[config.mk]
export PLATFORM = sky130hd
export DESIGN_NAME = hazard_controller_flat
export DESIGN_NICKNAME = d
export VERILOG_FILES = /design/src/rtl/hazard_controller_if.sv /design/src/rtl/hazard_controller.sv /design/src/flat_wrapper.sv
export SDC_FILE = /design/constraint.sdc
export NUM_CORES = 1
export LEC_CHECK = 0
export BUFFER_PORTS_ARGS = -buffer_cell sky130_fd_sc_hd__buf_2
export CAP_MARGIN = 15
export CORE_MARGIN = 2
export CORE_UTILIZATION = 46
export CTS_CLUSTER_SIZE = 16
export DETAILED_ROUTE_END_ITERATION = 10
export GPL_ROUTABILITY_DRIVEN = 1
export GPL_TIMING_DRIVEN = 0
export PLACE_DENSITY = 0.85
export SKIP_LAST_GASP = 1
export SLEW_MARGIN = 20
export SYNTH_ARGS = -nofsm -noshare
export SYNTH_HDL_FRONTEND = slang
export SYNTH_SLANG_ARGS = --single-unit
[constraint.sdc]
create_clock -name clock -period 5.14 [get_ports clock]
set_input_delay 0.257 -clock clock [delete_from_list [all_inputs] [get_ports clock]]
set_output_delay 0.257 -clock clock [all_outputs]
set_load 0.01 [all_outputs]
[src/rtl/hazard_controller_if.sv]
// hazard_controller_if
//   Groups the pipeline-status inputs and the stall/flush/forward controls
//   exchanged between the MIPS datapath and the hazard controller.
//   master : datapath side (drives pipeline status, receives controls)
//   slave  : controller side (receives pipeline status, drives controls)
interface hazard_controller_if;
  logic [4:0] rs_d, rt_d, rs_e, rt_e;
  logic [4:0] write_reg_e, write_reg_m, write_reg_w;
  logic       reg_write_e, reg_write_m, reg_write_w;
  logic       mem_to_reg_e, mem_to_reg_m;
  logic       branch_d, branch_taken_d, jump_d, muldiv_start_e;
  logic       stall_f, stall_d, stall_e;
  logic       flush_d, flush_e, flush_m;
  logic [1:0] forward_a_e, forward_b_e;
  logic       forward_a_d, forward_b_d;
  logic       muldiv_busy;

  modport master (
    output rs_d, rt_d, rs_e, rt_e, write_reg_e, write_reg_m, write_reg_w,
           reg_write_e, reg_write_m, reg_write_w, mem_to_reg_e, mem_to_reg_m,
           branch_d, branch_taken_d, jump_d, muldiv_start_e,
    input  stall_f, stall_d, stall_e, flush_d, flush_e, flush_m,
           forward_a_e, forward_b_e, forward_a_d, forward_b_d, muldiv_busy
  );

  modport slave (
    input  rs_d, rt_d, rs_e, rt_e, write_reg_e, write_reg_m, write_reg_w,
           reg_write_e, reg_write_m, reg_write_w, mem_to_reg_e, mem_to_reg_m,
           branch_d, branch_taken_d, jump_d, muldiv_start_e,
    output stall_f, stall_d, stall_e, flush_d, flush_e, flush_m,
           forward_a_e, forward_b_e, forward_a_d, forward_b_d, muldiv_busy
  );
endinterface

[src/rtl/hazard_controller.sv]
// hazard_controller
//   Pipeline sequencer for the 5-stage MIPS core: operand forwarding,
//   load-use / branch-compare stalls, taken-branch/jump redirect flush, and a
//   hold FSM covering the multi-cycle mult/div unit.
// Ports
//   clock        rising-edge clock
//   reset_n      asynchronous active-low reset; forces every control output to 0
//   hz           hazard_controller_if.slave: pipeline status in, controls out
//   stall_cycles (HAZARD_PERF_CNT_EN only) cycles with stall_f asserted
//   flush_count  (HAZARD_PERF_CNT_EN only) cycles with flush_d asserted
// Configuration macro: HAZARD_PERF_CNT_EN adds the two performance counters.
//
// state   | meaning
// RUN     | normal flow; mult/div entering EX starts the hold (1st stall cycle)
// MD_BUSY | mult/div occupying EX; hold while cnt!=0, release when cnt==0
module hazard_controller #(
  parameter int MULDIV_LATENCY = 6
) (
  input  logic              clock,
  input  logic              reset_n,
  hazard_controller_if.slave hz
`ifdef HAZARD_PERF_CNT_EN
  ,
  output logic [31:0]       stall_cycles,
  output logic [31:0]       flush_count
`endif
);

  if (MULDIV_LATENCY < 2 || MULDIV_LATENCY > 32) begin : g_bad_latency
    $error("MULDIV_LATENCY must be in 2..32");
  end

  typedef enum logic {RUN = 1'b0, MD_BUSY = 1'b1} state_t;

  // First hold cycle happens in RUN, so the counter covers the remaining ones.
  localparam logic [4:0] CNT_LOAD = 5'(MULDIV_LATENCY - 2);

  state_t     state, state_next;
  logic [4:0] cnt, cnt_next;
  logic       md_hold;
  logic       lwstall, brstall;
  logic       dep_e_d, dep_m_d;

  always_ff @(posedge clock or negedge reset_n) begin
    if (!reset_n) begin
      state <= RUN;
      cnt   <= 5'd0;
    end else begin
      state <= state_next;
      cnt   <= cnt_next;
    end
  end

  always_comb begin
    state_next = state;
    cnt_next   = cnt;
    md_hold    = 1'b0;
    case (state)
      RUN: begin
        if (hz.muldiv_start_e) begin
          md_hold    = 1'b1;
          state_next = MD_BUSY;
          cnt_next   = CNT_LOAD;
        end
      end
      MD_BUSY: begin
        if (cnt != 5'd0) begin
          md_hold  = 1'b1;
          cnt_next = cnt - 5'd1;
        end else begin
          state_next = RUN;
        end
      end
      default: state_next = RUN;
    endcase
  end

  // Register-dependency terms between ID sources and EX/MEM destinations.
  assign dep_e_d = (hz.write_reg_e != 5'd0) &&
                   ((hz.write_reg_e == hz.rs_d) || (hz.write_reg_e == hz.rt_d));
  assign dep_m_d = (hz.write_reg_m != 5'd0) &&
                   ((hz.write_reg_m == hz.rs_d) || (hz.write_reg_m == hz.rt_d));

  assign lwstall = hz.mem_to_reg_e && dep_e_d;
  assign brstall = hz.branch_d && ((hz.reg_write_e && dep_e_d) ||
                                   (hz.mem_to_reg_m && dep_m_d));

  always_comb begin
    hz.stall_f     = 1'b0;
    hz.stall_d     = 1'b0;
    hz.stall_e     = 1'b0;
    hz.flush_d     = 1'b0;
    hz.flush_e     = 1'b0;
    hz.flush_m     = 1'b0;
    hz.forward_a_e = 2'b00;
    hz.forward_b_e = 2'b00;
    hz.forward_a_d = 1'b0;
    hz.forward_b_d = 1'b0;
    hz.muldiv_busy = 1'b0;

    if (reset_n) begin
      // MEM result is newer than WB, so it wins on a double match.
      if (hz.reg_write_m && hz.write_reg_m != 5'd0 && hz.write_reg_m == hz.rs_e)
        hz.forward_a_e = 2'b10;
      else if (hz.reg_write_w && hz.write_reg_w != 5'd0 && hz.write_reg_w == hz.rs_e)
        hz.forward_a_e = 2'b01;

      if (hz.reg_write_m && hz.write_reg_m != 5'd0 && hz.write_reg_m == hz.rt_e)
        hz.forward_b_e = 2'b10;
      else if (hz.reg_write_w && hz.write_reg_w != 5'd0 && hz.write_reg_w == hz.rt_e)
        hz.forward_b_e = 2'b01;

      hz.forward_a_d = hz.reg_write_m && hz.write_reg_m != 5'd0 &&
                       hz.write_reg_m == hz.rs_d;
      hz.forward_b_d = hz.reg_write_m && hz.write_reg_m != 5'd0 &&
                       hz.write_reg_m == hz.rt_d;

      if (md_hold) begin
        // Freeze front end and EX; bubble into MEM while mult/div runs.
        hz.stall_f = 1'b1;
        hz.stall_d = 1'b1;
        hz.stall_e = 1'b1;
        hz.flush_m = 1'b1;
      end else if (lwstall || brstall) begin
        hz.stall_f = 1'b1;
        hz.stall_d = 1'b1;
        hz.flush_e = 1'b1;
      end

      // A redirect is only meaningful when the ID instruction is advancing.
      hz.flush_d     = (hz.jump_d || hz.branch_taken_d) && !hz.stall_d;
      hz.muldiv_busy = (state == MD_BUSY);
    end
  end

`ifdef HAZARD_PERF_CNT_EN
  always_ff @(posedge clock or negedge reset_n) begin
    if (!reset_n) begin
      stall_cycles <= 32'd0;
      flush_count  <= 32'd0;
    end else begin
      if (hz.stall_f) stall_cycles <= stall_cycles + 32'd1;
      if (hz.flush_d) flush_count  <= flush_count + 32'd1;
    end
  end
`endif

endmodule
[src/flat_wrapper.sv]
// flat-port wrapper written by rule: the top's interface ports become plain ports
module hazard_controller_flat 
#(
  parameter int MULDIV_LATENCY = 6
)
  (clock, reset_n, hz_rs_d, hz_rt_d, hz_rs_e, hz_rt_e, hz_write_reg_e, hz_write_reg_m, hz_write_reg_w, hz_reg_write_e, hz_reg_write_m, hz_reg_write_w, hz_mem_to_reg_e, hz_mem_to_reg_m, hz_branch_d, hz_branch_taken_d, hz_jump_d, hz_muldiv_start_e, hz_stall_f, hz_stall_d, hz_stall_e, hz_flush_d, hz_flush_e, hz_flush_m, hz_forward_a_e, hz_forward_b_e, hz_forward_a_d, hz_forward_b_d, hz_muldiv_busy);
  hazard_controller_if hz_i ();
  input  logic clock;
  input  logic reset_n;
  input wire logic [$bits(hz_i.rs_d)-1:0] hz_rs_d;
  input wire logic [$bits(hz_i.rt_d)-1:0] hz_rt_d;
  input wire logic [$bits(hz_i.rs_e)-1:0] hz_rs_e;
  input wire logic [$bits(hz_i.rt_e)-1:0] hz_rt_e;
  input wire logic [$bits(hz_i.write_reg_e)-1:0] hz_write_reg_e;
  input wire logic [$bits(hz_i.write_reg_m)-1:0] hz_write_reg_m;
  input wire logic [$bits(hz_i.write_reg_w)-1:0] hz_write_reg_w;
  input wire logic [$bits(hz_i.reg_write_e)-1:0] hz_reg_write_e;
  input wire logic [$bits(hz_i.reg_write_m)-1:0] hz_reg_write_m;
  input wire logic [$bits(hz_i.reg_write_w)-1:0] hz_reg_write_w;
  input wire logic [$bits(hz_i.mem_to_reg_e)-1:0] hz_mem_to_reg_e;
  input wire logic [$bits(hz_i.mem_to_reg_m)-1:0] hz_mem_to_reg_m;
  input wire logic [$bits(hz_i.branch_d)-1:0] hz_branch_d;
  input wire logic [$bits(hz_i.branch_taken_d)-1:0] hz_branch_taken_d;
  input wire logic [$bits(hz_i.jump_d)-1:0] hz_jump_d;
  input wire logic [$bits(hz_i.muldiv_start_e)-1:0] hz_muldiv_start_e;
  output wire logic [$bits(hz_i.stall_f)-1:0] hz_stall_f;
  output wire logic [$bits(hz_i.stall_d)-1:0] hz_stall_d;
  output wire logic [$bits(hz_i.stall_e)-1:0] hz_stall_e;
  output wire logic [$bits(hz_i.flush_d)-1:0] hz_flush_d;
  output wire logic [$bits(hz_i.flush_e)-1:0] hz_flush_e;
  output wire logic [$bits(hz_i.flush_m)-1:0] hz_flush_m;
  output wire logic [$bits(hz_i.forward_a_e)-1:0] hz_forward_a_e;
  output wire logic [$bits(hz_i.forward_b_e)-1:0] hz_forward_b_e;
  output wire logic [$bits(hz_i.forward_a_d)-1:0] hz_forward_a_d;
  output wire logic [$bits(hz_i.forward_b_d)-1:0] hz_forward_b_d;
  output wire logic [$bits(hz_i.muldiv_busy)-1:0] hz_muldiv_busy;
  assign hz_i.rs_d = hz_rs_d;
  assign hz_i.rt_d = hz_rt_d;
  assign hz_i.rs_e = hz_rs_e;
  assign hz_i.rt_e = hz_rt_e;
  assign hz_i.write_reg_e = hz_write_reg_e;
  assign hz_i.write_reg_m = hz_write_reg_m;
  assign hz_i.write_reg_w = hz_write_reg_w;
  assign hz_i.reg_write_e = hz_reg_write_e;
  assign hz_i.reg_write_m = hz_reg_write_m;
  assign hz_i.reg_write_w = hz_reg_write_w;
  assign hz_i.mem_to_reg_e = hz_mem_to_reg_e;
  assign hz_i.mem_to_reg_m = hz_mem_to_reg_m;
  assign hz_i.branch_d = hz_branch_d;
  assign hz_i.branch_taken_d = hz_branch_taken_d;
  assign hz_i.jump_d = hz_jump_d;
  assign hz_i.muldiv_start_e = hz_muldiv_start_e;
  assign hz_stall_f = hz_i.stall_f;
  assign hz_stall_d = hz_i.stall_d;
  assign hz_stall_e = hz_i.stall_e;
  assign hz_flush_d = hz_i.flush_d;
  assign hz_flush_e = hz_i.flush_e;
  assign hz_flush_m = hz_i.flush_m;
  assign hz_forward_a_e = hz_i.forward_a_e;
  assign hz_forward_b_e = hz_i.forward_b_e;
  assign hz_forward_a_d = hz_i.forward_a_d;
  assign hz_forward_b_d = hz_i.forward_b_d;
  assign hz_muldiv_busy = hz_i.muldiv_busy;
  hazard_controller #(.MULDIV_LATENCY(MULDIV_LATENCY)) u_core (.clock(clock), .reset_n(reset_n), .hz(hz_i));
endmodule
### After elaboration in Yosys (flattened, before gate mapping)

Cells that the tools add are included.

| storage, ports and cells | value |
|---|---|
| input bits | 46 |
| word-level logic and storage cells | 65 |
| bits in registers | 6 |

| cells by class | value |
|---|---|
| reductions and logical operators | 26 |
| add/subtract/negate cells | 1 |
| multiplexer cells | 25 |
| eq/ne operators | 10 |
| bitwise logic cells | 1 |

Operators by type and width:

| cell | count |
|---|---|
| 5-bit equality test | 8 |
| 5-bit nonzero test | 4 |
| 1-bit 2-to-1 mux | 17 |
| 1-bit logical AND | 15 |
| 5-bit 2-to-1 mux | 2 |
| 5-bit one-hot mux with 2 select lines | 1 |
| 2-bit 2-to-1 mux | 4 |
| 1-bit logical OR | 5 |
| 5-bit by 1-bit subtractor with 5-bit output (second input constant) | 1 |
| 2-bit != test (second input constant) | 2 |
| 1-bit one-hot mux with 2 select lines | 1 |
| 2-bit AND reduction | 1 |
| 1-bit zero test | 1 |
| 1-bit inverter | 1 |

### Logic depth before layout (Yosys ltp)

| logic depth | value |
|---|---|
| word-level depth | 13 |
| depth in mapped cells | 7 |

### Worst setup path before layout

No wires, ideal clock.

| timing path | value |
|---|---|
| kind | register to output |
| start point | register u_core.cnt[0] |
| end point | output hz_stall_f |
| data required time | 4.883 ns |
| setup slack | 3.166 ns |
| cell stages (with the launch flop) | 8 |
| arrival time | 1.717 ns |
| cell sequence | dfrtp_1 inv_1 ha_1 inv_1 o41ai_4 nand2_2 o31a_1 buf_4 |

| on the way | value |
|---|---|
| word-level cells in the longest chain between the ends | 5 |

RTL lines:

| element | RTL line | text |
|---|---|---|
| from (decl) | hazard_controller.sv:39 | `logic [4:0] cnt, cnt_next;` |
| from (signal assigned) | hazard_controller.sv:50 | `cnt <= cnt_next;` |
| 5-bit nonzero test | hazard_controller.sv:67 | `if (cnt != 5'd0) begin` |
| 1-bit 2-to-1 mux | hazard_controller.sv:67 |  |
| 1-bit one-hot mux with 2 select lines | hazard_controller.sv:58 | `case (state)` |
| via u_core.md_hold | hazard_controller.sv:40 | `logic md_hold;` |
| 1-bit 2-to-1 mux | hazard_controller.sv:118 | `if (md_hold) begin` |
| 1-bit 2-to-1 mux | hazard_controller.sv:101 | `if (reset_n) begin` |
| to (decl) | flat_wrapper.sv:26 | `output wire logic [$bits(hz_i.stall_f)-1:0] hz_stall_f;` |

The timed path passes the listed nets, and every way through them passes these cells.

### Final worst setup path

Ends and elaborated chain as after synthesis.

==> results_dict.tcl <==
set metrics [dict create \
    setup_slack_ns 2.65 \
    synth_area_um2 948 \
    yosysSeqAreaShare_pct 15.8 \
    synth_top_area_share_pct 21.2 \
    outcome "complete, no violations" \
    dp_hpwl_um 2050 \
    fin_setup_tns_ns 0 \
    slew_headroom_pct 62.0 \
    dieArea_um2 2440 \
    syn2layout_area_growth_pct 35.0 \
    grt_pass1_wl_um 3770 \
    syn_inst 116 \
    hold_path.class "primary input to asynchronous set/reset pin" \
    fill_cells 185 \
    slew_viol_final 0 \
    yosysWarnings 0 \
    placedInstanceArea_um2 1250 \
    regArea_um2 150 \
    die_h_um 49.4 \
    synthTopCellsByArea "xor2_1 (21%), xnor2_1 (18%), dfrtp_1 (16%), nand3_1 (4.7%), nor3_1 (3.7%)" \
    path_max_fanout 10 \
    fmax_mhz 401 \
    fin_area_um2 1280 \
    layout.cells.non_filler 200 \
    clk-insertion-delay-late_ns 0.25 \
    worst_pin_slew_ns 0.568 \
    synth_edf_count 0 \
    critPathCaptureType "output pin" \
    ant_nets 0 \
    synth_top_area_cell "xor2_1" \
    drt-met1-wl_um 977 \
    dp.cells 196 \
    powerDensity_nw_per_um2 263 \
    p_leak_nw 0.626 \
    fin_worst_skew_ns 0.00294 \
    synth_nets 164 \
    multiInputGateArea_um2 734 \
    worstSetupStartpointType "flip-flop" \
    overflow 0 \
    wl_per_cell_um 11.9 \
    cts.clk_slew.worst_paths_ns 0.05 \
    hold_ws_ns 0.366 \
    dp_worst_setup_slack_ns 2.91 \
    synthArstFlopShare_pct 100 \
    top_layer "met4" \
    vias_per_cell 5.07 \
    clock-sinks 6 \
    initial_core_util_pct 48.3 \
    ctsLongestPathBuffers 2 \
    hold_viol_final 0 \
    io_buffers 53 \
    finalCriticalPeriod_ns 2.49 \
    vias 1014 \
    place.gp.congestion 0.854 \
    wirelength_um 2380 \
    ir_worst_vdd_mv 0.175 \
    dr_wl_met3_um 146 \
    synth_seq_cells 6 \
    drt-initial-drc-count 9 \
    pin_count 59 \
    htree_levels 1 \
    ctsRootBufferMaster "clkbuf_4" \
    path_class "flip-flop to output pin" \
    cts_buffers 3 \
    tritoncts "yes" \
    routed-wl-met2_um 1210 \
    first_global_vias 954 \
    antenna_found_initial 0 \
    grt_start_max_net_pins 11 \
    row_count 16 \
    drt-pass1-iter-count 4 \
    total_power_mw 0.337 \
    required_ns 4.88 \
    drive_gt1_share_pct 39.3 \
    rsz0062_at_grt "no" \
    final_core_util_pct 65.2 \
    finalCritPeriodShare_pct 48.5 \
    ys_types 29 \
    critPathArrivalTime_ns 2.23 \
    ys.flop_type "dfrtp_1" \
    diodes 0 \
    drc 0 \
    grt_usage_pct 19.6 \
    die_x_um 49.4 \
    maxCapViolCount 0 \
    syn_avg_cell_area_um2 8.18 \
    reg2reg_depth 7 \
    post-cts-setup-buffer-count 0 \
    finalSetupViolations 0 \
    fp.coreArea_um2 1960 \
    nets 223 \
]
[report_power, final]
| group | internal [mW] | switching (mW) | leakage (nW) |
|---|---|---|---|
| logic | 0.0956 | 0.101 | 0.540 |
| clock network | 0.0265 | 0.0178 | 0.0138 |
| registers | 0.0697 | 0.0271 | 0.0716 |
| total | 0.192 | 0.145 | 0.626 |
[cells by family after synthesis]
family,Yosys count,share of synthesized area [%]
simple gates,42,24.7
compound gates,10,10.3
flops,6,15.8
fa+ha+maj,2,2.64
buf+inv,13,6.73
mux,1,1.06
xor+xnor,42,38.8
[path summary, 6_finish.rpt]
| path | to | slack [ns] | from |
|---|---|---|---|
| setup / recovery | hz_stall_f | 2.65 | u_core.cnt[0] |
| hold / removal | u_core.cnt[4] | 0.37 | reset_n |
| setup reg to reg | u_core.cnt[4] | 3.32 | u_core.cnt[0] |
| hold reg to reg | u_core.cnt[1] | 0.54 | u_core.cnt[1] |
| max in group asynchronous | u_core.cnt[0] | 4.62 | reset_n |
| min in group clock | u_core.cnt[2] | 0.44 | hz_muldiv_start_e |
[layer usage]
| metal | track usage [%] | up-vias |
|---|---|---|
| li1 | - | 511 |
| met1 | 20.1 | 459 |
| met2 | 38.7 | 39 |
| met3 | 2.76 | 5 |
| met4 | 8.33 | 0 |
| met5 | 0 | - |
[sequential cells by signal, indices dropped and copies added (netlist names)]
| name | cells |
|---|---|
| u_core.cnt | 5 |
| u_core.state | 1 |
[cell type report]
cell class	count	share of cell area, %
buffer	9	3.81
clock buffer	3	1.76
inverter	4	1.17
multi-input combinational	97	57.4
sequential	6	11.7
tap	27	2.64
timing repair buffer	54	21.5
[placed cells by master (no fill, tap or decap), types with 2 or more instances in the layout]
master | synthesis | routed
buf_2 | 6 | 59
xor2_1 | 23 | 23
xnor2_1 | 19 | 19
nand3_1 | 9 | 9
nor3_1 | 7 | 7
dfrtp_1 | 6 | 6
nor4_1 | 5 | 5
and2_1 | 5 | 5
inv_1 | 4 | 4
nand2_1 | 4 | 4
nor2_1 | 3 | 3
or4_1 | 3 | 3
clkbuf_4 | 0 | 3
and3_1 | 2 | 2
o2111a_1 | 2 | 2
o21ai_0 | 2 | 2
ha_1 | 2 | 2
buf_4 | 2 | 2
[synth_stat cells (3+ instances only)]
| master | instances |
|---|---|
| nand2_1 | 4 |
| xnor2_1 | 19 |
| or4_1 | 3 |
| and2_1 | 5 |
| nor4_1 | 5 |
| buf_2 | 6 |
| nor2_1 | 3 |
| nand3_1 | 9 |
| xor2_1 | 23 |
| inv_1 | 4 |
| dfrtp_1 | 6 |
| nor3_1 | 7 |
[worst max-delay path, cell delays in order, from the launching register on]
cell and delay, ns:
dfrtp_1 0.41, inv_1 0.10, ha_1 0.16, inv_1 0.06, o41ai_4 0.55, nand2_2 0.13
o31a_1 0.33, buf_4 0.13, buf_2 0.13
[repair_timing]
action | 4_1_cts | 5_1_grt
hold buffers | 1 | 0
hold endpoints to repair | 6 | 0
gates resized for setup | 0 | 0
Power figures use the tool's default switching activity.
